File: config.mk
export PLATFORM = sky130hd
export DESIGN_NAME = inst_encoder_flat
export DESIGN_NICKNAME = d
export VERILOG_FILES = /design/src/rtl/inst_encoder_if.sv /design/src/rtl/inst_encoder.sv /design/src/flat_wrapper.sv
export SDC_FILE = /design/constraint.sdc
export NUM_CORES = 1
export LEC_CHECK = 0
export CAP_MARGIN = 20
export CORE_MARGIN = 3
export CORE_UTILIZATION = 40
export DETAILED_ROUTE_END_ITERATION = 8
export GPL_TIMING_DRIVEN = 0
export HOLD_SLACK_MARGIN = 0.05
export PLACE_DENSITY = 0.78
export SETUP_SLACK_MARGIN = 0.15
export SYNTH_ARGS = -nofsm -noshare
export SYNTH_HDL_FRONTEND = slang
export SYNTH_SLANG_ARGS = --single-unit
File: constraint.sdc
create_clock -name clk -period 3.23 [get_ports clk]
set_clock_uncertainty 0.15 [all_clocks]
set_input_delay 0.4845 -clock clk [delete_from_list [all_inputs] [get_ports clk]]
set_output_delay 0.4845 -clock clk [all_outputs]
set_load 0.02 [all_outputs]
File: src/rtl/inst_encoder_if.sv
// rtl/inst_encoder_if.sv - instruction field input and encoded word output handshake bundle
interface inst_encoder_if #(
    parameter int ADDR_W = 8
);
    logic              in_valid;
    logic              in_ready;
    logic [6:0]        in_opcode;
    logic [4:0]        in_rd;
    logic [2:0]        in_funct3;
    logic [4:0]        in_rs1;
    logic [4:0]        in_rs2;
    logic [6:0]        in_funct7;
    logic [31:0]       in_imm;
    logic              out_valid;
    logic              out_ready;
    logic [31:0]       out_inst;
    logic [ADDR_W-1:0] out_addr;

    modport master (
        output in_valid, in_opcode, in_rd, in_funct3, in_rs1, in_rs2, in_funct7, in_imm,
        input  in_ready,
        input  out_valid, out_inst, out_addr,
        output out_ready
    );

    modport slave (
        input  in_valid, in_opcode, in_rd, in_funct3, in_rs1, in_rs2, in_funct7, in_imm,
        output in_ready,
        output out_valid, out_inst, out_addr,
        input  out_ready
    );
endinterface

File: src/rtl/inst_encoder.sv
// rtl/inst_encoder.sv - RV32 R/I/S/B field encoder with single-entry registered output
module inst_encoder #(
    parameter int ADDR_W = 8,
    parameter int ERR_W  = 8
) (
    input  logic             clk,
    input  logic             rst,
    inst_encoder_if.slave    bus,
    output logic             err,
    output logic [ERR_W-1:0] err_cnt
);
    typedef enum logic { EMPTY, FULL } state_t;
    typedef enum logic [1:0] { FMT_R, FMT_I, FMT_S, FMT_B } fmt_t;

    state_t            state;
    logic [31:0]       inst_q;
    logic [ADDR_W-1:0] addr_q;

    fmt_t               fmt;
    logic [31:0]        enc;
    logic               legal;
    logic signed [31:0] simm;
    logic               accept;
    logic               xfer;

    assign simm = $signed(bus.in_imm);

    always_comb begin
        fmt = FMT_S;
        if (bus.in_opcode == 7'b0110011) begin
            fmt = FMT_R;
        end else if (bus.in_opcode[6]) begin
            fmt = FMT_B;
        end else if (!bus.in_opcode[5]) begin
            fmt = FMT_I;
        end
    end

    always_comb begin
        enc   = 32'd0;
        legal = 1'b1;
        case (fmt)
            FMT_R: enc = {bus.in_funct7, bus.in_rs2, bus.in_rs1, bus.in_funct3,
                          bus.in_rd, bus.in_opcode};
            FMT_I: begin
                enc   = {bus.in_imm[11:0], bus.in_rs1, bus.in_funct3, bus.in_rd, bus.in_opcode};
                legal = (simm >= -32'sd2048) && (simm <= 32'sd2047);
            end
            FMT_S: begin
                enc   = {bus.in_imm[11:5], bus.in_rs2, bus.in_rs1, bus.in_funct3,
                         bus.in_imm[4:0], bus.in_opcode};
                legal = (simm >= -32'sd2048) && (simm <= 32'sd2047);
            end
            default: begin
                enc   = {bus.in_imm[12], bus.in_imm[10:5], bus.in_rs2, bus.in_rs1, bus.in_funct3,
                         bus.in_imm[4:1], bus.in_imm[11], bus.in_opcode};
                // branch offsets are halfword-aligned, so bit 0 must be clear
                legal = !bus.in_imm[0] && (simm >= -32'sd4096) && (simm <= 32'sd4094);
            end
        endcase
    end

    assign bus.in_ready  = rst && ((state == EMPTY) || bus.out_ready);
    assign accept        = bus.in_valid && bus.in_ready;
    assign xfer          = (state == FULL) && bus.out_ready;
    assign bus.out_valid = (state == FULL);
    assign bus.out_inst  = inst_q;
    assign bus.out_addr  = addr_q;

    always_ff @(posedge clk) begin
        if (!rst) begin
            state   <= EMPTY;
            inst_q  <= 32'd0;
            addr_q  <= '0;
            err     <= 1'b0;
            err_cnt <= '0;
        end else begin
            err <= accept && !legal;
            if (accept && !legal && (err_cnt != {ERR_W{1'b1}})) begin
                err_cnt <= err_cnt + 1'b1;
            end
            if (xfer) begin
                addr_q <= addr_q + ADDR_W'(4);
            end
            case (state)
                EMPTY: begin
                    if (accept && legal) begin
                        state  <= FULL;
                        inst_q <= enc;
                    end
                end
                default: begin
                    if (accept && legal) begin
                        inst_q <= enc;
                    end else if (xfer) begin
                        state <= EMPTY;
                    end
                end
            endcase
        end
    end
endmodule

File: src/flat_wrapper.sv
// flat-port wrapper written by rule: the top's interface ports become plain ports
module inst_encoder_flat 
#(
    parameter int ADDR_W = 8,
    parameter int ERR_W  = 8
)
  (clk, rst, err, err_cnt, bus_in_valid, bus_in_opcode, bus_in_rd, bus_in_funct3, bus_in_rs1, bus_in_rs2, bus_in_funct7, bus_in_imm, bus_in_ready, bus_out_valid, bus_out_inst, bus_out_addr, bus_out_ready);
  inst_encoder_if #(.ADDR_W(ADDR_W)) bus_i ();
  input  logic clk;
  input  logic rst;
  output logic err;
  output logic [ERR_W-1:0] err_cnt;
  input wire logic [$bits(bus_i.in_valid)-1:0] bus_in_valid;
  input wire logic [$bits(bus_i.in_opcode)-1:0] bus_in_opcode;
  input wire logic [$bits(bus_i.in_rd)-1:0] bus_in_rd;
  input wire logic [$bits(bus_i.in_funct3)-1:0] bus_in_funct3;
  input wire logic [$bits(bus_i.in_rs1)-1:0] bus_in_rs1;
  input wire logic [$bits(bus_i.in_rs2)-1:0] bus_in_rs2;
  input wire logic [$bits(bus_i.in_funct7)-1:0] bus_in_funct7;
  input wire logic [$bits(bus_i.in_imm)-1:0] bus_in_imm;
  output wire logic [$bits(bus_i.in_ready)-1:0] bus_in_ready;
  output wire logic [$bits(bus_i.out_valid)-1:0] bus_out_valid;
  output wire logic [$bits(bus_i.out_inst)-1:0] bus_out_inst;
  output wire logic [$bits(bus_i.out_addr)-1:0] bus_out_addr;
  input wire logic [$bits(bus_i.out_ready)-1:0] bus_out_ready;
  assign bus_i.in_valid = bus_in_valid;
  assign bus_i.in_opcode = bus_in_opcode;
  assign bus_i.in_rd = bus_in_rd;
  assign bus_i.in_funct3 = bus_in_funct3;
  assign bus_i.in_rs1 = bus_in_rs1;
  assign bus_i.in_rs2 = bus_in_rs2;
  assign bus_i.in_funct7 = bus_in_funct7;
  assign bus_i.in_imm = bus_in_imm;
  assign bus_in_ready = bus_i.in_ready;
  assign bus_out_valid = bus_i.out_valid;
  assign bus_out_inst = bus_i.out_inst;
  assign bus_out_addr = bus_i.out_addr;
  assign bus_i.out_ready = bus_out_ready;
  inst_encoder #(.ADDR_W(ADDR_W), .ERR_W(ERR_W)) u_core (.clk(clk), .rst(rst), .bus(bus_i), .err(err), .err_cnt(err_cnt));
endmodule
==> impl_metrics.json <==
{
  "critPathCapture": "u_core.bus.out_inst[2]$_SDFFE_PN0P_",
  "fp-row-count": 29,
  "synth_seq_area_share_pct": 35.7,
  "post-route-min-period_ns": 2.65,
  "post_drt_wl_per_cell_um": 15.7,
  "hpwlAfterDp_um": 6300,
  "power_density_nw_per_um2": 305,
  "syn-mean-instance-area_sq_um": 8.51,
  "drc": 0,
  "post_cts_resized": 0,
  "p_sw_share_pct": 26.8,
  "ioPinCount": 119,
  "holdWs_ns": 0.314,
  "dr.max_layer_used": "met4",
  "tightest_slew_ns": 0.557,
  "rsz0062_at_grt": "false",
  "syn-cell-area_sq_um": 2690,
  "hold_viol_final": 0,
  "grt_max_degree": 16,
  "avgViaCountPerCell": 5.52,
  "slew_viol_final": 0,
  "crit_buf_inv": 2,
  "stdcell_count": 516,
  "synthArstFlopShare_pct": 0,
  "start_kind": "input port",
  "cp.depth": 8,
  "die_h_um": 88.0,
  "cts_hold_buf": 0,
  "fin_area_sq_um": 4030,
  "critPathKind": "in -> reg",
  "cts_made_buffers": 5,
  "fin_nets": 508,
  "wl_met3_um": 491,
  "grt_first_pass_wirelength_um": 13000,
  "synth_cell_types": 47,
  "wl_met1_um": 3500,
  "slowest_delay_ns": 0.55,
  "cp.arrival_ns": 2.72,
  "synthToLayoutAreaGrowth_pct": 49.8,
  "place_inst": 508,
  "place.gp.congestion": 0.842,
  "ff2ff_setup_slack_ns": 1.23,
  "clkPwrFrac_pct": 31.1,
  "core_sq_um": 6420,
  "ir_drop_v": 0.000174,
  "die_x_um": 88.0,
  "clkLatencyLatePin_ns": 0.30,
  "ant_nets": 0,
  "cp-startpoint": "bus_in_opcode[5]",
  "combPwrFrac_pct": 19.3,
  "diodes": 0,
  "cp_cell_sequence": "clkdlybuf4s50_1 -> nand4b_1 -> nor3_4 -> a31oi_1 -> a211oi_4 -> buf_6 -> a22oi_1 -> a21oi_1",
  "intPower_mw": 0.900,
  "power.switching_mw": 0.329,
  "required_ns": 3.30,
  "total_power_mw": 1.23,
  "maxCapViolations": 0,
  "initial_core_util_pct": 41.9,
  "htreeDepth": 2,
  "cts.sinks": 48,
  "port_buffers": 114,
  "setup_violations": 0,
  "synthFlopType": "dfxtp_1",
  "vias": 2850,
  "synthCells": 316,
  "die_area_sq_um": 7740,
  "drt_iter0_markers": 155,
  "dr.pass1.iters": 4,
  "yosysWarnings": 0,
  "cp-end-kind": "flop",
  "rr_worst_depth": 8,
  "power_frac_seq_pct": 49.6,
  "tritoncts": "built",
  "utilization_pct": 62.7,
  "synth_seq_cells": 48,
  "tns_ns": 0,
  "cts_root_buf": "clkbuf_8",
  "antenna_found_initial": 0,
  "drive_gt1_share_pct": 6.15,
  "clkTransAtPathRegs_ns": 0.09,
  "reg2reg_to": "u_core.bus.out_inst[2]$_SDFFE_PN0P_",
  "dr_wl_met2_um": 4070,
  "crit_path_top_delay_cell": "clkdlybuf4s50_1",
  "outcome": "completed",
  "clock.fmax_mhz": 377,
  "fin_ws_ns": 0.579,
  "dp_slack_ns": 0.232,
  "place_area_sq_um": 3930,
  "grt_pass1_vias": 2764,
  "grt.total_usage_pct": 21.1,
  "fillCellCount": 578,
  "clockBufferDepth": 2,
  "p_leak_nw": 1.31,
  "cp_top_family": "compound AO/OA/AOI/OAI gates",
  "wl_um": 8110,
  "grt-ovfl-total": 0,
  "slew_headroom_pct": 62.8,
  "synth_edf_count": 0,
  "reg2reg_from": "u_core.bus.out_valid$_SDFF_PN0_",
  "path_max_fanout": 10,
  "fin_crit_sh_pct": 82.1,
  "post_cts_buffers": 0,
  "min_path_type": "reg -> reg"
}
[worst min path at each step]
stage          slack (ns)                                  from                              endpoint  depth (start not counted)
2_1_floorplan        0.38   u_core.bus.out_inst[6]$_SDFFE_PN0P_   u_core.bus.out_inst[6]$_SDFFE_PN0P_                          2
3_3_place_gp         0.30   u_core.bus.out_inst[7]$_SDFFE_PN0P_   u_core.bus.out_inst[7]$_SDFFE_PN0P_                          2
3_5_place_dp         0.31   u_core.bus.out_inst[6]$_SDFFE_PN0P_   u_core.bus.out_inst[6]$_SDFFE_PN0P_                          2
4_1_cts              0.32   u_core.bus.out_inst[6]$_SDFFE_PN0P_   u_core.bus.out_inst[6]$_SDFFE_PN0P_                          2
5_1_grt              0.36  u_core.bus.out_inst[31]$_SDFFE_PN0P_  u_core.bus.out_inst[31]$_SDFFE_PN0P_                          2
6_report             0.31   u_core.bus.out_inst[6]$_SDFFE_PN0P_   u_core.bus.out_inst[6]$_SDFFE_PN0P_                          2
[power groups by stage]
stage / Sequential (mW) / Combinational [mW] / Clock [mW]
final: 0.610 / 0.237 / 0.382
after global placement: 0.623 / 0.234 / 0
after detailed placement: 0.623 / 0.237 / 0
after CTS: 0.610 / 0.238 / 0.389
after floorplan: 0.635 / 0.0888 / 0
after global routing: 0.611 / 0.256 / 0.411
[flip-flops by register name, indices dropped and copies added, names as in the netlist]
signal	cells
u_core.bus.out_addr	6
u_core.bus.out_inst	32
u_core.bus.out_valid	1
u_core.err	1
u_core.err_cnt	8
[per-layer routing]
layer	GRT usage, %	vias to the layer above
li1	-	1422
met1	26.3	1325
met2	37.5	96
met3	4.89	7
met4	4.04	0
met5	0	-
[synthesized netlist by cell type (3+ instances only)]
cell / instances / area share, %
a211oi_1: 18 / 5.0
buf_1: 4 / 0.56
buf_6: 3 / 1.3
xor2_1: 4 / 1.3
and4_1: 3 / 0.98
dfxtp_1: 48 / 36
o21ai_0: 15 / 2.8
a21boi_0: 13 / 3.6
nand3_1: 5 / 0.93
a211o_1: 3 / 0.98
nand2b_1: 3 / 0.70
mux2i_1: 25 / 9.3
buf_4: 4 / 1.1
a22oi_1: 13 / 3.6
nand2_1: 31 / 4.3
a21oi_1: 35 / 6.5
buf_2: 3 / 0.56
nor3_1: 13 / 2.4
clkbuf_1: 13 / 1.8
inv_1: 6 / 0.84
nand4_1: 9 / 2.1
nor4_1: 5 / 1.2
nor2_1: 10 / 1.4
[layout make-up]
type	count	area, sq um	area share (%)
Multi-Input combinational cell	236	1570	38.9
Clock buffer	6	82.6	2.05
Tap cell	77	96.3	2.39
Sequential cell	48	961	23.9
Timing Repair Buffer	114	1140	28.3
Buffer	27	143	3.54
Inverter	6	22.5	0.559
Clock inverter	2	15.0	0.373
[cells by family after synthesis]
kind of cell | Yosys count | synth area share [%]
buffers and inverters | 33 | 6.14
xor gates and xnor gates | 5 | 1.63
and+or+nand+nor | 89 | 17.8
adders and majority gates | 2 | 0.931
DFF | 48 | 35.7
AOI/OAI and AO/OA | 113 | 28.3
other | 1 | 0.139
muxes | 25 | 9.31
[cells in the final DEF, fill, tap and decap left out, types with 3 or more instances in the layout]
cell	n
a211o_1	3
a211oi_1	18
a21boi_0	13
a21oi_1	35
a22oi_1	13
and4_1	3
buf_1	4
buf_2	3
buf_4	4
buf_6	3
clkbuf_1	13
clkbuf_8	6
clkdlybuf4s50_1	114
dfxtp_1	48
inv_1	6
mux2i_1	25
nand2_1	31
nand2b_1	3
nand3_1	5
nand4_1	9
nor2_1	10
nor3_1	13
nor4_1	5
o21ai_0	15
xor2_1	4
[worst min-delay path, delay by kind of cell (launching register included)]
kind	cells	cell delay (ns)
compound gates	1	0.06
flops	1	0.32
simple gates	1	0.05
(Power assumes the default switching activity.)
